## src/rtl/fetch_unit_pkg.sv

```systemverilog
// Shared types and constants for the instruction fetch stage.
// Latency: n/a (declarations only).
// Backpressure: n/a.
package fetch_unit_pkg;

  // Instruction presented when no real fetch is available; decodes to an all-zero control word.
  localparam logic [31:0] FU_BUBBLE_INSTR = 32'h0000_0000;

  // RUN issues fetches; DRAIN discards responses still in flight from before a redirect.
  typedef enum logic {
    FU_RUN   = 1'b0,
    FU_DRAIN = 1'b1
  } fu_state_e;

  // One prefetch FIFO entry: the instruction and the PC it was fetched from.
  typedef struct packed {
    logic [31:0] pc;
    logic [31:0] instr;
  } fetch_entry_t;

endpackage

```

## src/rtl/fetch_unit_if.sv

```systemverilog
// Instruction memory request/response bus between the fetch stage and imem.
// Latency: responses return in order, at least one cycle after req&gnt.
// Backpressure: imem stalls requests by holding gnt low; responses cannot be refused.
interface fetch_unit_if;
  logic        imem_req;
  logic [31:0] imem_addr;
  logic        imem_gnt;
  logic        imem_rvalid;
  logic [31:0] imem_rdata;

  modport master (
    output imem_req,
    output imem_addr,
    input  imem_gnt,
    input  imem_rvalid,
    input  imem_rdata
  );

  modport slave (
    input  imem_req,
    input  imem_addr,
    output imem_gnt,
    output imem_rvalid,
    output imem_rdata
  );
endinterface

```

## src/rtl/fetch_unit_fifo.sv

```systemverilog
// Prefetch FIFO of {pc, instr} entries with flush; head is read combinationally.
// Latency: an entry pushed at edge N is visible at the head after edge N (no same-cycle bypass).
// Backpressure: pop on empty is ignored; push on full only lands when a pop frees the slot.
module fetch_fifo
  import fetch_unit_pkg::*;
#(
  parameter int unsigned DEPTH = 2
) (
  input  logic                   clock,
  input  logic                   reset,
  input  logic                   push_i,
  input  fetch_entry_t           push_dat_i,
  input  logic                   pop_i,
  input  logic                   flush_i,
  output fetch_entry_t           head_o,
  output logic [$clog2(DEPTH):0] count_o,
  output logic                   full_o,
  output logic                   empty_o
);
  localparam int unsigned AW = $clog2(DEPTH);
  localparam int unsigned CW = AW + 1;

  fetch_entry_t  mem_q [DEPTH];
  logic [AW-1:0] wr_ptr_q;
  logic [AW-1:0] rd_ptr_q;
  logic [CW-1:0] count_q;
  logic          pop_ok;
  logic          push_ok;

  assign empty_o = (count_q == '0);
  assign full_o  = (count_q == CW'(DEPTH));
  assign count_o = count_q;
  assign head_o  = mem_q[rd_ptr_q];
  assign pop_ok  = pop_i && !empty_o;
  assign push_ok = push_i && (!full_o || pop_ok);

  // Entry storage; contents need no reset because count_q gates visibility.
  always_ff @(posedge clock) begin
    if (push_ok) begin
      mem_q[wr_ptr_q] <= push_dat_i;
    end
  end

  // Pointers and occupancy; flush empties the FIFO in one cycle.
  always_ff @(posedge clock) begin
    if (reset || flush_i) begin
      wr_ptr_q <= '0;
      rd_ptr_q <= '0;
      count_q  <= '0;
    end else begin
      if (push_ok) wr_ptr_q <= wr_ptr_q + AW'(1);
      if (pop_ok)  rd_ptr_q <= rd_ptr_q + AW'(1);
      case ({push_ok, pop_ok})
        2'b10:   count_q <= count_q + CW'(1);
        2'b01:   count_q <= count_q - CW'(1);
        default: count_q <= count_q;
      endcase
    end
  end
endmodule

```

## src/rtl/fetch_unit.sv

```systemverilog
// IF stage: owns the PC, issues word fetches, buffers responses and presents PC_IF/instr_IF.
// Latency: rvalid to instr_IF is 2 edges (push, then pop); issues are capped at DEPTH in flight+buffered.
// Backpressure: PC_stall_ID holds the output and stops popping; issue stops once FIFO+outstanding=DEPTH.
module fetch_unit
  import fetch_unit_pkg::*;
#(
  parameter logic [31:0] RESET_PC     = 32'h0,
  parameter logic [31:0] PC_STEP      = 32'd1,
  parameter int unsigned DEPTH        = 2,
  parameter logic [31:0] BUBBLE_INSTR = FU_BUBBLE_INSTR
) (
  input  logic         clock,
  input  logic         reset,
  input  logic         PC_stall_ID,
  input  logic         ctrl_branch_out,
  input  logic [31:0]  branch_PC_MEM,
  fetch_unit_if.master imem,
  output logic [31:0]  PC_IF,
  output logic [31:0]  instr_IF,
  output logic         valid_IF
);
  localparam int unsigned CW = $clog2(DEPTH) + 1;
  localparam int unsigned SW = CW + 1;

  fu_state_e     state_q, state_d;
  logic [31:0]   fetch_pc_q, fetch_pc_d;
  // PC of the next response that will be kept: responses are in order and
  // consecutive between redirects, so a running counter stands in for a tag queue.
  logic [31:0]   rsp_pc_q, rsp_pc_d;
  logic [CW-1:0] out_q, out_d;
  logic [CW-1:0] drop_q, drop_d;
  logic [31:0]   pc_if_q, pc_if_d;
  logic [31:0]   instr_if_q, instr_if_d;
  logic          valid_if_q, valid_if_d;

  logic          req_ok, issue, push, pop;
  fetch_entry_t  push_dat, head;
  logic [CW-1:0] fifo_cnt;
  logic          fifo_full, fifo_empty;

  fetch_fifo #(.DEPTH(DEPTH)) u_fifo (
    .clock      (clock),
    .reset      (reset),
    .push_i     (push),
    .push_dat_i (push_dat),
    .pop_i      (pop),
    .flush_i    (ctrl_branch_out),
    .head_o     (head),
    .count_o    (fifo_cnt),
    .full_o     (fifo_full),
    .empty_o    (fifo_empty)
  );

  // Request gating, FIFO push/pop and outstanding-count accounting.
  always_comb begin
    req_ok = (state_q == FU_RUN) && !ctrl_branch_out && !reset &&
             ((SW'(fifo_cnt) + SW'(out_q)) < SW'(DEPTH));
    imem.imem_req  = req_ok;
    imem.imem_addr = fetch_pc_q;
    issue    = req_ok && imem.imem_gnt;
    push     = imem.imem_rvalid && (state_q == FU_RUN) && !ctrl_branch_out;
    pop      = !fifo_empty && !ctrl_branch_out && !PC_stall_ID;
    push_dat = '{pc: rsp_pc_q, instr: imem.imem_rdata};
    out_d    = out_q;
    unique case ({issue, imem.imem_rvalid})
      2'b10:   out_d = out_q + CW'(1);
      2'b01:   out_d = out_q - CW'(1);
      default: out_d = out_q;
    endcase
  end

  // Redirect/drain FSM, PC counters and the IF/ID-facing output register.
  always_comb begin
    state_d    = state_q;
    drop_d     = drop_q;
    fetch_pc_d = fetch_pc_q;
    rsp_pc_d   = rsp_pc_q;
    pc_if_d    = pc_if_q;
    instr_if_d = instr_if_q;
    valid_if_d = valid_if_q;
    if (ctrl_branch_out) begin
      // Redirect beats stall; everything still in flight must be discarded.
      fetch_pc_d = branch_PC_MEM;
      rsp_pc_d   = branch_PC_MEM;
      drop_d     = out_d;
      state_d    = (out_d != '0) ? FU_DRAIN : FU_RUN;
      instr_if_d = BUBBLE_INSTR;
      valid_if_d = 1'b0;
    end else begin
      if (issue) fetch_pc_d = fetch_pc_q + PC_STEP;
      if (push)  rsp_pc_d   = rsp_pc_q + PC_STEP;
      if (state_q == FU_DRAIN) begin
        if (imem.imem_rvalid) drop_d = drop_q - CW'(1);
        if (drop_d == '0)     state_d = FU_RUN;
      end
      if (!PC_stall_ID) begin
        if (pop) begin
          pc_if_d    = head.pc;
          instr_if_d = head.instr;
          valid_if_d = 1'b1;
        end else begin
          instr_if_d = BUBBLE_INSTR;
          valid_if_d = 1'b0;
        end
      end
    end
  end

  // State registers.
  always_ff @(posedge clock) begin
    if (reset) begin
      state_q    <= FU_RUN;
      fetch_pc_q <= RESET_PC;
      rsp_pc_q   <= RESET_PC;
      out_q      <= '0;
      drop_q     <= '0;
      pc_if_q    <= RESET_PC;
      instr_if_q <= BUBBLE_INSTR;
      valid_if_q <= 1'b0;
    end else begin
      state_q    <= state_d;
      fetch_pc_q <= fetch_pc_d;
      rsp_pc_q   <= rsp_pc_d;
      out_q      <= out_d;
      drop_q     <= drop_d;
      pc_if_q    <= pc_if_d;
      instr_if_q <= instr_if_d;
      valid_if_q <= valid_if_d;
    end
  end

  // A push into a full FIFO without a pop means the issue gating is broken.
  always_ff @(posedge clock) begin
    if (!reset) assert (!(push && fifo_full && !pop));
  end

  assign PC_IF    = pc_if_q;
  assign instr_IF = instr_if_q;
  assign valid_IF = valid_if_q;
endmodule

```

## src/flat_wrapper.sv

```systemverilog
// flat-port wrapper written by rule: the top's interface ports become plain ports
module fetch_unit_flat import fetch_unit_pkg::*;
#(
  parameter logic [31:0] RESET_PC     = 32'h0,
  parameter logic [31:0] PC_STEP      = 32'd1,
  parameter int unsigned DEPTH        = 2,
  parameter logic [31:0] BUBBLE_INSTR = FU_BUBBLE_INSTR
)
  (clock, reset, PC_stall_ID, ctrl_branch_out, branch_PC_MEM, PC_IF, instr_IF, valid_IF, imem_imem_req, imem_imem_addr, imem_imem_gnt, imem_imem_rvalid, imem_imem_rdata);
  fetch_unit_if imem_i ();
  input  logic clock;
  input  logic reset;
  input  logic PC_stall_ID;
  input  logic ctrl_branch_out;
  input  logic [31:0] branch_PC_MEM;
  output logic [31:0] PC_IF;
  output logic [31:0] instr_IF;
  output logic valid_IF;
  output wire logic [$bits(imem_i.imem_req)-1:0] imem_imem_req;
  output wire logic [$bits(imem_i.imem_addr)-1:0] imem_imem_addr;
  input wire logic [$bits(imem_i.imem_gnt)-1:0] imem_imem_gnt;
  input wire logic [$bits(imem_i.imem_rvalid)-1:0] imem_imem_rvalid;
  input wire logic [$bits(imem_i.imem_rdata)-1:0] imem_imem_rdata;
  assign imem_imem_req = imem_i.imem_req;
  assign imem_imem_addr = imem_i.imem_addr;
  assign imem_i.imem_gnt = imem_imem_gnt;
  assign imem_i.imem_rvalid = imem_imem_rvalid;
  assign imem_i.imem_rdata = imem_imem_rdata;
  fetch_unit #(.RESET_PC(RESET_PC), .PC_STEP(PC_STEP), .DEPTH(DEPTH), .BUBBLE_INSTR(BUBBLE_INSTR)) u_core (.clock(clock), .reset(reset), .PC_stall_ID(PC_stall_ID), .ctrl_branch_out(ctrl_branch_out), .branch_PC_MEM(branch_PC_MEM), .imem(imem_i), .PC_IF(PC_IF), .instr_IF(instr_IF), .valid_IF(valid_IF));
endmodule
```

## config.mk

```make
export PLATFORM = sky130hd
export DESIGN_NAME = fetch_unit_flat
export DESIGN_NICKNAME = d
export VERILOG_FILES = /design/src/rtl/fetch_unit_pkg.sv /design/src/rtl/fetch_unit_if.sv /design/src/rtl/fetch_unit_fifo.sv /design/src/rtl/fetch_unit.sv /design/src/flat_wrapper.sv
export SDC_FILE = /design/constraint.sdc
export NUM_CORES = 1
export LEC_CHECK = 0
export CORE_MARGIN = 1.5
export CORE_UTILIZATION = 50
export DETAILED_ROUTE_END_ITERATION = 8
export GPL_TIMING_DRIVEN = 0
export PLACE_DENSITY_LB_ADDON = 0.2
export SLEW_MARGIN = 20
export SYNTH_ARGS = -nofsm -noshare
export SYNTH_HDL_FRONTEND = slang
export SYNTH_SLANG_ARGS = --single-unit
```

## constraint.sdc

```tcl
create_clock -name clock -period 6.61 [get_ports clock]
set_input_delay 1.322 -clock clock [delete_from_list [all_inputs] [get_ports clock]]
set_output_delay 1.322 -clock clock [all_outputs]
set_load 0.02 [all_outputs]
```

==> results.sh <==
export IMPL_cts_buffer_depth=3
export IMPL_rsz0062_at_grt="no"
export IMPL_syn_area_sq_um=10900
export IMPL_leakagePower_nw=4.44
export IMPL_num_vias=8458
export IMPL_worst_path_buf_inv=4
export IMPL_drv_slew=0
export IMPL_cts_tree="built"
export IMPL_whs_ns=0.479
export IMPL_grt_pass1_wl_mm=42.6
export IMPL_synth_cell_types=59
export IMPL_dp_hpwl_mm=19.3
export IMPL_yosysSeqAreaShare_pct=60.7
export IMPL_yosys_area_top_type="edfxtp_1"
export IMPL_cap_violations=0
export IMPL_synth_seq_cells=267
export IMPL_min_from="u_core.valid_IF"
export IMPL_die_h_um=151
export IMPL_grt_antenna_before_repair=0
export IMPL_cts_clk_slew_worst_paths_ns=0.06
export IMPL_postSynthCellCount=937
export IMPL_yosysWarnings=0
export IMPL_fin_cells=1433
export IMPL_grt_max_degree=25
export IMPL_worst_path_max_delay_cell="clkdlybuf4s50_1"
export IMPL_grt_usage_pct=24.0
export IMPL_r2r_start="u_core.u_fifo.count_o[0]"
export IMPL_max_vdd_ir_drop_mv=0.148
export IMPL_rows=53
export IMPL_routed_via_density=5.90
export IMPL_fin_skew_ns=0.0193
export IMPL_tns_ns=0
export IMPL_drive_gt1_share_pct=8.03
export IMPL_diodes=0
export IMPL_ys_flop_type="dfxtp_1"
export IMPL_cts_root_buffer="clkbuf_16"
export IMPL_die_w_um=151
export IMPL_dpl_cell_area_sq_um=13000
export IMPL_gr_total_overflow=0
export IMPL_wl_per_cell_um=19.2
export IMPL_clock_fmax_mhz=193
export IMPL_yosys_top_cells_count="139 x dfxtp_1, 128 x edfxtp_1, 98 x nor2_1, 52 x clkbuf_1, 46 x a211oi_1"
export IMPL_gp_congestion=0.951
export IMPL_grt_pass1_vias=8137
export IMPL_worst_slack_ns=1.44
export IMPL_ys_async_sr_fraction_pct=0
export IMPL_numPortBuffers=166
export IMPL_startpoint="ctrl_branch_out"
export IMPL_htreeDepth=1
export IMPL_numCtsBuffers=27
export IMPL_min_period_ns=5.17
export IMPL_hold_buffers=0
export IMPL_postCtsSetupBuffers=0
export IMPL_postCtsResizedCells=0
export IMPL_synth_area_leaders="edfxtp_1 35%, dfxtp_1 26%, nor2_1 3.4%"
export IMPL_min_period_over_period_pct=78.2
export IMPL_drt_antenna_violating_nets=0
export IMPL_synth_edf_count=128
export IMPL_worstPathRequired_ns=5.29
export IMPL_worst_skew_pair_late_latency_ns=0.53
export IMPL_slew_headroom_pct=49.9
export IMPL_status="finished clean"
export IMPL_fill_cells=1663
export IMPL_critPathMaxStageDelay_ns=0.69
export IMPL_ios=168
export IMPL_drtPass1Iterations=5
export IMPL_start_util_pct=51.4
export IMPL_critical_path_class="input pin to output pin"
export IMPL_design_area_sq_um=13900
export IMPL_min_path_type="flop to flop"
export IMPL_crit_chain="clkdlybuf4s50_1, or2_2, clkbuf_1, clkbuf_1, nor4_1, clkdlybuf4s50_1"
export IMPL_netlist_area_leader_share_pct=35.2
export IMPL_drtIter0Drc=575
export IMPL_cp_top_family="buffers and inverters"
export IMPL_core_sq_um=21200
export IMPL_synth_fp_nets=1012
export IMPL_final_nets=1212
export IMPL_drcViolationCount=0
export IMPL_worstMarginPinSlew_ns=0.751
export IMPL_synthToLayoutAreaGrowth_pct=27.9
export IMPL_wirelength_mm=27.5
export IMPL_critPathCaptureType="output pin"
export IMPL_die_area_sq_um=22700
export IMPL_cp_max_fo=10
export IMPL_placed_cells=1383
export IMPL_worstSetupStartpointType="input pin"
export IMPL_synth_most_common_cell="dfxtp_1"
export IMPL_power_density_nw_per_um2=266
export IMPL_syn_avg_cell_area_sq_um=11.6
export IMPL_cts_sinks=267
export IMPL_finalSetupViolations=0
export IMPL_hold_viol=0
export IMPL_cp_arrival_ns=3.85
export IMPL_place_ws_ns=1.49
[flip-flops by register name (all words and copies together) (netlist names), named ones only]
register,cells
u_core.u_fifo.wr_ptr_q,1
u_core.drop_q,2
u_core.instr_IF,32
u_core.rsp_pc_q,32
u_core.state_q,1
u_core.u_fifo.mem_q,128
u_core.imem.imem_addr,32
u_core.PC_IF,32
u_core.u_fifo.rd_ptr_q,1
u_core.out_q,2
u_core.u_fifo.count_o,2
u_core.valid_IF,1
[worst reg2reg max path: cells and delay by family (launching register included)]
kind	cells	cell delay, ns
xor+xnor	1	0.20
buf+inv	1	0.20
flops	1	0.46
compound gates	1	0.22
simple gates	4	1.27
fa+ha+maj	2	0.84
[metal layers]
metal | part of all wire, % | vias up | global-route usage (%)
li1 | - | 3990 | -
met5 | 0 | - | 0
met3 | 7.4 | 56 | 3.33
met1 | 43 | 4049 | 32.4
met4 | 2.2 | 0 | 7.67
met2 | 47 | 363 | 40.2
[worst paths after layout]
path | end | slack, ns | cells past startpoint
hold / removal | u_core.valid_IF | 0.48 | 2
setup reg to reg | u_core.drop_q[0] | 3.33 | 9
hold reg to reg | u_core.valid_IF | 0.48 | 2
setup / recovery | imem_imem_req | 1.44 | 6
[layout by cell type, fill, tap and decap left out, types with 8 or more instances in the layout]
cell and n:
a211oi_1 46, a21boi_0 8, a21oi_1 9, a22oi_1 32
a31oi_1 25, and3_1 9, and4_1 11, clkbuf_1 55
clkbuf_16 27, clkdlybuf4s50_1 166, dfxtp_1 139, edfxtp_1 128
inv_1 12, mux2_2 32, mux2i_1 33, nand2_1 42
nand3_1 33, nand4_1 25, nor2_1 96, nor4_1 12
o21a_1 10, o21ai_0 26, o31a_1 8, o31ai_1 12
or3_1 17, or4_1 17, xnor2_1 12, xor2_1 13
[power breakdown]
group / internal (mW) / total, mW / switching [mW]
sequential: 1.80 / 1.86 / 0.0581
combinational: 0.142 / 0.313 / 0.171
clock: 0.900 / 1.54 / 0.639
[final cells by class]
class,count,area (sq um),area share [%]
buffer,62,243,1.74
clock buffer,36,769,5.52
tap,275,344,2.47
sequential,267,6630,47.5
clock inverter,14,139,0.996
timing repair buffer,171,1770,12.7
multi-input combinational,595,4010,28.7
inverter,13,48.8,0.350
[stage by stage]
step	power, mW	util [%]
global route	3.83	65.7
finish	3.71	65.7
floorplan	2.05	-
CTS	3.73	65.7
detailed placement	2.20	61.4
global placement	2.19	60.9
[cells by family after synthesis]
family / after synthesis / synth area share, %
muxes: 65 / 6.33
and+or+nand+nor: 293 / 14.1
adders and majority gates: 5 / 0.642
DFF: 267 / 60.7
AOI/OAI and AO/OA: 207 / 13.5
buffers and inverters: 75 / 2.67
xor gates and xnor gates: 25 / 2.01
No activity file was read; power rests on OpenSTA's default activity.
